<file path="config.mk">
export PLATFORM = sky130hd
export DESIGN_NAME = mem_port_arbiter
export DESIGN_NICKNAME = d
export VERILOG_FILES = /design/src/rtl/mem_port_arbiter.sv
export SDC_FILE = /design/constraint.sdc
export NUM_CORES = 1
export LEC_CHECK = 0
export CORE_MARGIN = 5
export CORE_UTILIZATION = 24
export CTS_CLUSTER_DIAMETER = 150
export CTS_CLUSTER_SIZE = 25
export DETAILED_ROUTE_END_ITERATION = 6
export HOLD_SLACK_MARGIN = 0.15
export PLACE_DENSITY = 0.55
export SETUP_SLACK_MARGIN = 0.3
export SLEW_MARGIN = 20
export SYNTH_ARGS = -nofsm -noshare
export SYNTH_HDL_FRONTEND = slang
export SYNTH_SLANG_ARGS = --single-unit
</file>
<file path="constraint.sdc">
create_clock -name clk -period 4.3 [get_ports clk]
set_input_delay 0.86 -clock clk [delete_from_list [all_inputs] [get_ports clk]]
set_output_delay 0.86 -clock clk [all_outputs]
set_load 0.005 [all_outputs]
</file>
<file path="src/rtl/mem_port_arbiter.sv">
// mem_port_arbiter: round-robin CPU/loader arbiter and fixed-latency access sequencer for a shared memory
module mem_port_arbiter #(
  parameter int WIDTH = 32,
  parameter int LAT   = 2
) (
  input  logic             clk,
  input  logic             rst,
  input  logic             c_req,
  input  logic             c_we,
  input  logic [WIDTH-1:0] c_addr,
  input  logic [WIDTH-1:0] c_wdata,
  output logic             c_done,
  input  logic             l_req,
  input  logic             l_we,
  input  logic [WIDTH-1:0] l_addr,
  input  logic [WIDTH-1:0] l_wdata,
  output logic             l_done,
  output logic [WIDTH-1:0] rdata,
  output logic             busy,
  output logic             m_en,
  output logic             m_we,
  output logic [WIDTH-1:0] m_addr,
  output logic [WIDTH-1:0] m_wdata,
  input  logic [WIDTH-1:0] m_rdata
);
  typedef enum logic [1:0] {IDLE, ISSUE, WAIT, RESP} state_t;
  state_t state_q, state_d;
  logic own_q, own_d, we_q, we_d, last_q, last_d, l_win;
  logic [WIDTH-1:0] addr_q, addr_d, wdata_q, wdata_d, rdata_q, rdata_d;
  logic [3:0] cnt_q, cnt_d;
  always_comb begin
    state_d = state_q;
    own_d   = own_q;
    we_d    = we_q;
    last_d  = last_q;
    addr_d  = addr_q;
    wdata_d = wdata_q;
    rdata_d = rdata_q;
    cnt_d   = cnt_q;
    // own/last encode 1 = loader; on a tie the port not granted last wins
    l_win   = l_req & (~c_req | ~last_q);
    case (state_q)
      IDLE: if (c_req | l_req) begin
        own_d   = l_win;
        we_d    = l_win ? l_we : c_we;
        addr_d  = l_win ? l_addr : c_addr;
        wdata_d = l_win ? l_wdata : c_wdata;
        state_d = ISSUE;
      end
      ISSUE: begin
        cnt_d   = 4'(LAT - 1);
        state_d = we_q ? RESP : WAIT;
      end
      WAIT: if (cnt_q == 4'd0) begin
        rdata_d = m_rdata;
        state_d = RESP;
      end else cnt_d = cnt_q - 4'd1;
      RESP: begin
        last_d  = own_q;
        state_d = IDLE;
      end
      default: state_d = IDLE;
    endcase
  end
  always_ff @(posedge clk or posedge rst) begin
    if (rst) begin
      state_q <= IDLE;
      own_q   <= 1'b0;
      we_q    <= 1'b0;
      last_q  <= 1'b1;
      addr_q  <= '0;
      wdata_q <= '0;
      rdata_q <= '0;
      cnt_q   <= 4'd0;
    end else begin
      state_q <= state_d;
      own_q   <= own_d;
      we_q    <= we_d;
      last_q  <= last_d;
      addr_q  <= addr_d;
      wdata_q <= wdata_d;
      rdata_q <= rdata_d;
      cnt_q   <= cnt_d;
    end
  end
  assign busy    = state_q != IDLE;
  assign m_en    = state_q == ISSUE;
  assign m_we    = m_en & we_q;
  assign m_addr  = addr_q;
  assign m_wdata = wdata_q;
  assign c_done  = (state_q == RESP) & ~own_q;
  assign l_done  = (state_q == RESP) & own_q;
  assign rdata   = rdata_q;
endmodule

</file>
# Word-level counts from Yosys, hierarchy flattened

Cells that the tools add are included.

Add/sub/neg operators: 1
Equality and inequality tests: 6
Muxes and demuxes: 9
Bitwise gates (word level): 9
Reductions and logical operators: 8

Operators with widths:

| operator            | count |
|---|---|
| $mux 32             | 2 |
| $pmux 2 s4          | 1 |
| $pmux 4 s2          | 1 |
| $reduce_and 2->1    | 4 |
| $ne 2x2->1 const B  | 3 |
| $and 1x1->1         | 4 |
| $eq 2x2->1 const B  | 2 |
| $logic_not 4->1     | 1 |
| $mux 2              | 2 |
| $mux 4              | 1 |
| $reduce_bool 2->1   | 2 |
| $sub 4x1->4 const B | 1 |
| $not 1->1           | 3 |
| $eq 2x1->1 const B  | 1 |
| $logic_not 2->1     | 1 |
| $mux 1              | 2 |
| $or 1x1->1          | 2 |

Bits in registers: 105
Bits of input ports: 166
Output and inout port bits: 101
Word-level logic and storage cells: 41

# Longest topological paths before layout

Depth in word-level cells: 4
Mapped depth: 7
Gate-level depth less buffers: 5

# Worst setup path after synthesis

No wires, ideal clock.

Path type: input-to-reg
From: input port c_req
To: register wdata_q[10] (netlist: m_wdata[10])
Library setup time: 0.077 ns
Arrival: 1.688 ns
Required time: 4.223 ns
Setup slack: 2.535 ns
Stages on the path: 5
Buffers on the path: 2
Cell sequence: o21ai_1 buf_2 clkbuf_1 a21oi_1 a21oi_1

Cells in the longest elaborated chain, start to end: 4
Elaborated cells between the ends (all ways): 6
Classes of those cells: 1 x mux; 4 x bitwise; 1 x reduce/logical

Ends and longest elaborated chain:

| item                   | RTL line | source |
|---|---|---|
| start: declaration     | 8        | `input logic c_req,` |
| $not 1->1              | 41       | `l_win = l_req & (~c_req \| ~last_q);` |
| $or 1x1->1             | 41       |  |
| $and 1x1->1            | 41       |  |
| $mux 32                | 47       | `wdata_d = l_win ? l_wdata : c_wdata;` |
| end signal: assignment | 81       | `wdata_q <= wdata_d;` |
| end: declaration       | 29       | `logic [WIDTH-1:0] addr_q, addr_d, wdata_q, wdata_d, rdata_q, rdata_d;` |

Several ways; a longest one is shown, not always the timed one.
A chain may end at the register's enable or synchronous reset.

# Worst setup path in the final report

From: register state_q[1]
To: output port m_we

Cells in the longest elaborated chain, start to end: 2

Ends and longest elaborated chain:

| item                     | RTL line | source |
|---|---|---|
| start: declaration       | 27       | `state_t state_q, state_d;` |
| start signal: assignment | 76       | `state_q <= state_d;` |
| $eq 2x1->1               | 87       | `assign m_en = state_q == ISSUE;` |
| $and 1x1->1              | 88       | `assign m_we = m_en & we_q;` |
| end: declaration         | 21       | `output logic m_we,` |

No other way between the ends.

==> flow_metrics.env <==
export IMPL_drt_iter0_drc=144
export IMPL_cp_arrival_ns=1.90
export IMPL_dieArea_mm2=0.0228
export IMPL_syn_cell_area_mm2=0.00477
export IMPL_row_count=51
export IMPL_final_max_slew_viol_count=0
export IMPL_whs_ns=0.510
export IMPL_reg2reg_from="cnt_q[0]"
export IMPL_layout_setup_ws_ns=1.54
export IMPL_port_buffer_count=266
export IMPL_die_x_um=151
export IMPL_setup_viol=0
export IMPL_synth_seq_area_share_pct=55.1
export IMPL_antenna_found_initial=0
export IMPL_drc_errors=0
export IMPL_ctsHoldBuffers=0
export IMPL_ir_worst_vdd_uv=262
export IMPL_p_per_area_mw_per_mm2=657
export IMPL_place_hpwl_mm=12.4
export IMPL_hold_violations=0
export IMPL_avgRoutedWirePerCell_um=16.8
export IMPL_insertion_delay_ns=0.35
export IMPL_place_congestion=0.815
export IMPL_end_kind="output port"
export IMPL_cts_resized=0
export IMPL_num_antenna_cells=0
export IMPL_overflow=0
export IMPL_wl_mm=16.7
export IMPL_synthFlopType="dfrtp_1"
export IMPL_start_util_pct=24.4
export IMPL_yosysMostFrequentCell="a21oi_1"
export IMPL_clockRootBuffer="clkbuf_16"
export IMPL_finish_instance_area_mm2=0.00801
export IMPL_chipHeight_um=151
export IMPL_yosys_area_share_simple_pct=12.0
export IMPL_grt_setup_unrepaired="no"
export IMPL_hold_start="rdata[2]"
export IMPL_pre_cts_slack_ns=1.51
export IMPL_status="finished, final reports clean"
export IMPL_cp_required_ns=3.44
export IMPL_post_cts_buffers=0
export IMPL_firstDrtPassIters=4
export IMPL_fin_crit_sh_pct=64.1
export IMPL_core_mm2=0.0195
export IMPL_synthTopCellsByCount="a21oi_1, dfrtp_1, nor2_1, nand2_1, mux2_4"
export IMPL_grt_pass1_wl_mm=25.9
export IMPL_via_count=4376
export IMPL_final_net_count=898
export IMPL_synth_compound_area_share_pct=15.5
export IMPL_clk_pin_slew_worst_paths_ns=0.07
export IMPL_syn_area_per_cell_um2=10.1
export IMPL_finalSetupTns_ns=0
export IMPL_ant_nets=0
export IMPL_ioPinCount=267
export IMPL_clkSinkCount=105
export IMPL_syn_nets=647
export IMPL_layout_area_overhead_vs_synth_pct=68.0
export IMPL_yosys_area_top_type="dfrtp_1"
export IMPL_clk_path_buf_depth=2
export IMPL_synthMuxAreaShare_pct=11.0
export IMPL_synth_top_family_by_area="compound AO/OA/AOI/OAI gates"
export IMPL_fill_cells=1909
export IMPL_drive_above_1_share_pct=8.63
export IMPL_synthAdderAreaFrac_pct=1.84
export IMPL_synth_area_leaders="dfrtp_1, a21oi_1, mux2_4"
export IMPL_max_cap_violations=0
export IMPL_yosys_register_bits=105
export IMPL_placed_cell_area_mm2=0.00770
export IMPL_maxSlewHeadroom_pct=48.7
export IMPL_fin_skew_ns=0.00886
export IMPL_grtUsageTotal_pct=14.3
export IMPL_async_flop_share_pct=100
export IMPL_hp_class="flip-flop to flip-flop"
export IMPL_startpoint_type="flip-flop"
export IMPL_ys_warn_count=0
export IMPL_synthCells=474
export IMPL_synth_xor_area_share_pct=0.184
export IMPL_cts_max_level=3
export IMPL_synthDistinctLibCells=31
export IMPL_cts_buffers=9
export IMPL_crit_start="state_q[1]"
export IMPL_cts_tree="built"
export IMPL_synth_edf_count=0
export IMPL_fin_cells=995
export IMPL_p_total_mw=5.26
export IMPL_utilization_pct=41.0
export IMPL_first_global_vias=4706
export IMPL_p_leak_nw=3.35
export IMPL_fmax_mhz=363
export IMPL_fin_crit_ns=2.76
export IMPL_path_max_fanout=6
export IMPL_grt_max_degree=63
export IMPL_place_inst=979
export IMPL_viasPerCell=4.40
export IMPL_worstSetupPathType="flip-flop to output port"
export IMPL_tightestPinTransition_ns=0.769
export IMPL_synth_top_cell_area_share_pct=54.6
-- cell usage in the layout, fill, tap and decap left out, types with 2 or more instances in the layout --
cell type / Yosys / routed
a21oi_1: 132 / 132
and2_1: 2 / 2
buf_12: 3 / 4
clkbuf_16: 0 / 9
clkdlybuf4s50_1: 0 / 266
clkinvlp_4: 0 / 3
dfrtp_1: 104 / 104
ha_1: 7 / 7
inv_1: 8 / 7
mux2_2: 4 / 4
mux2_4: 30 / 30
mux2i_1: 3 / 3
nand2_1: 67 / 67
nor2_1: 68 / 68
nor3_1: 2 / 2
-- worst max-delay path, cell delays in order (launching register included) --
cell	delay (ns)
dfrtp_1	0.42
inv_1	0.13
ha_1	0.29
and2_1	0.19
clkdlybuf4s50_1	0.52
-- worst paths after layout --
check	end	slack, ns	cells past startpoint
max	m_we	1.54	4
min in group asynchronous	rdata[10]	0.93	2
max in group asynchronous	m_wdata[14]	2.59	3
max reg2reg	rdata[3]	2.09	5
min	rdata[2]	0.51	1
min reg2reg	rdata[2]	0.51	1
-- per-layer routing --
layer / vias up / part of all wire, % / GRT usage [%]
met5: - / 0 / 0
met4: 0 / 2.0 / 4.35
met3: 20 / 8.5 / 4.67
met2: 176 / 49 / 24.2
met1: 2090 / 40 / 17.5
li1: 2090 / - / -
-- area by class of cell --
cell class	instances	area (µm²)	share of cell area, %
repair buffers	271	2750	34.3
flip-flops and latches	105	2630	32.8
multi-input cells	330	1960	24.4
well taps	265	332	4.14
clock buffers	10	239	2.98
clock inverters	6	72.6	0.906
inverters	8	32.5	0.406
-- power by group --
part           total (mW)  switching (mW)  internal (mW)
Clock               0.868           0.393          0.474
Sequential           1.80           0.304           1.50
Combinational        2.59            1.03           1.56
-- kinds of logic after synthesis --
kind of cell	Yosys count
and+or+nand+nor	143
AOI/OAI and AO/OA	142
xor gates and xnor gates	1
muxes	37
buffers and inverters	39
adders and majority gates	7
DFF	105
-- registers in the layout, indices dropped and copies added, names as in the netlist --
name,count
own_q,1
we_q,1
rdata,32
cnt_q,4
m_addr,32
m_wdata,32
last_q,1
state_q,2
Note: power is estimated with default switching activity, not from simulation.
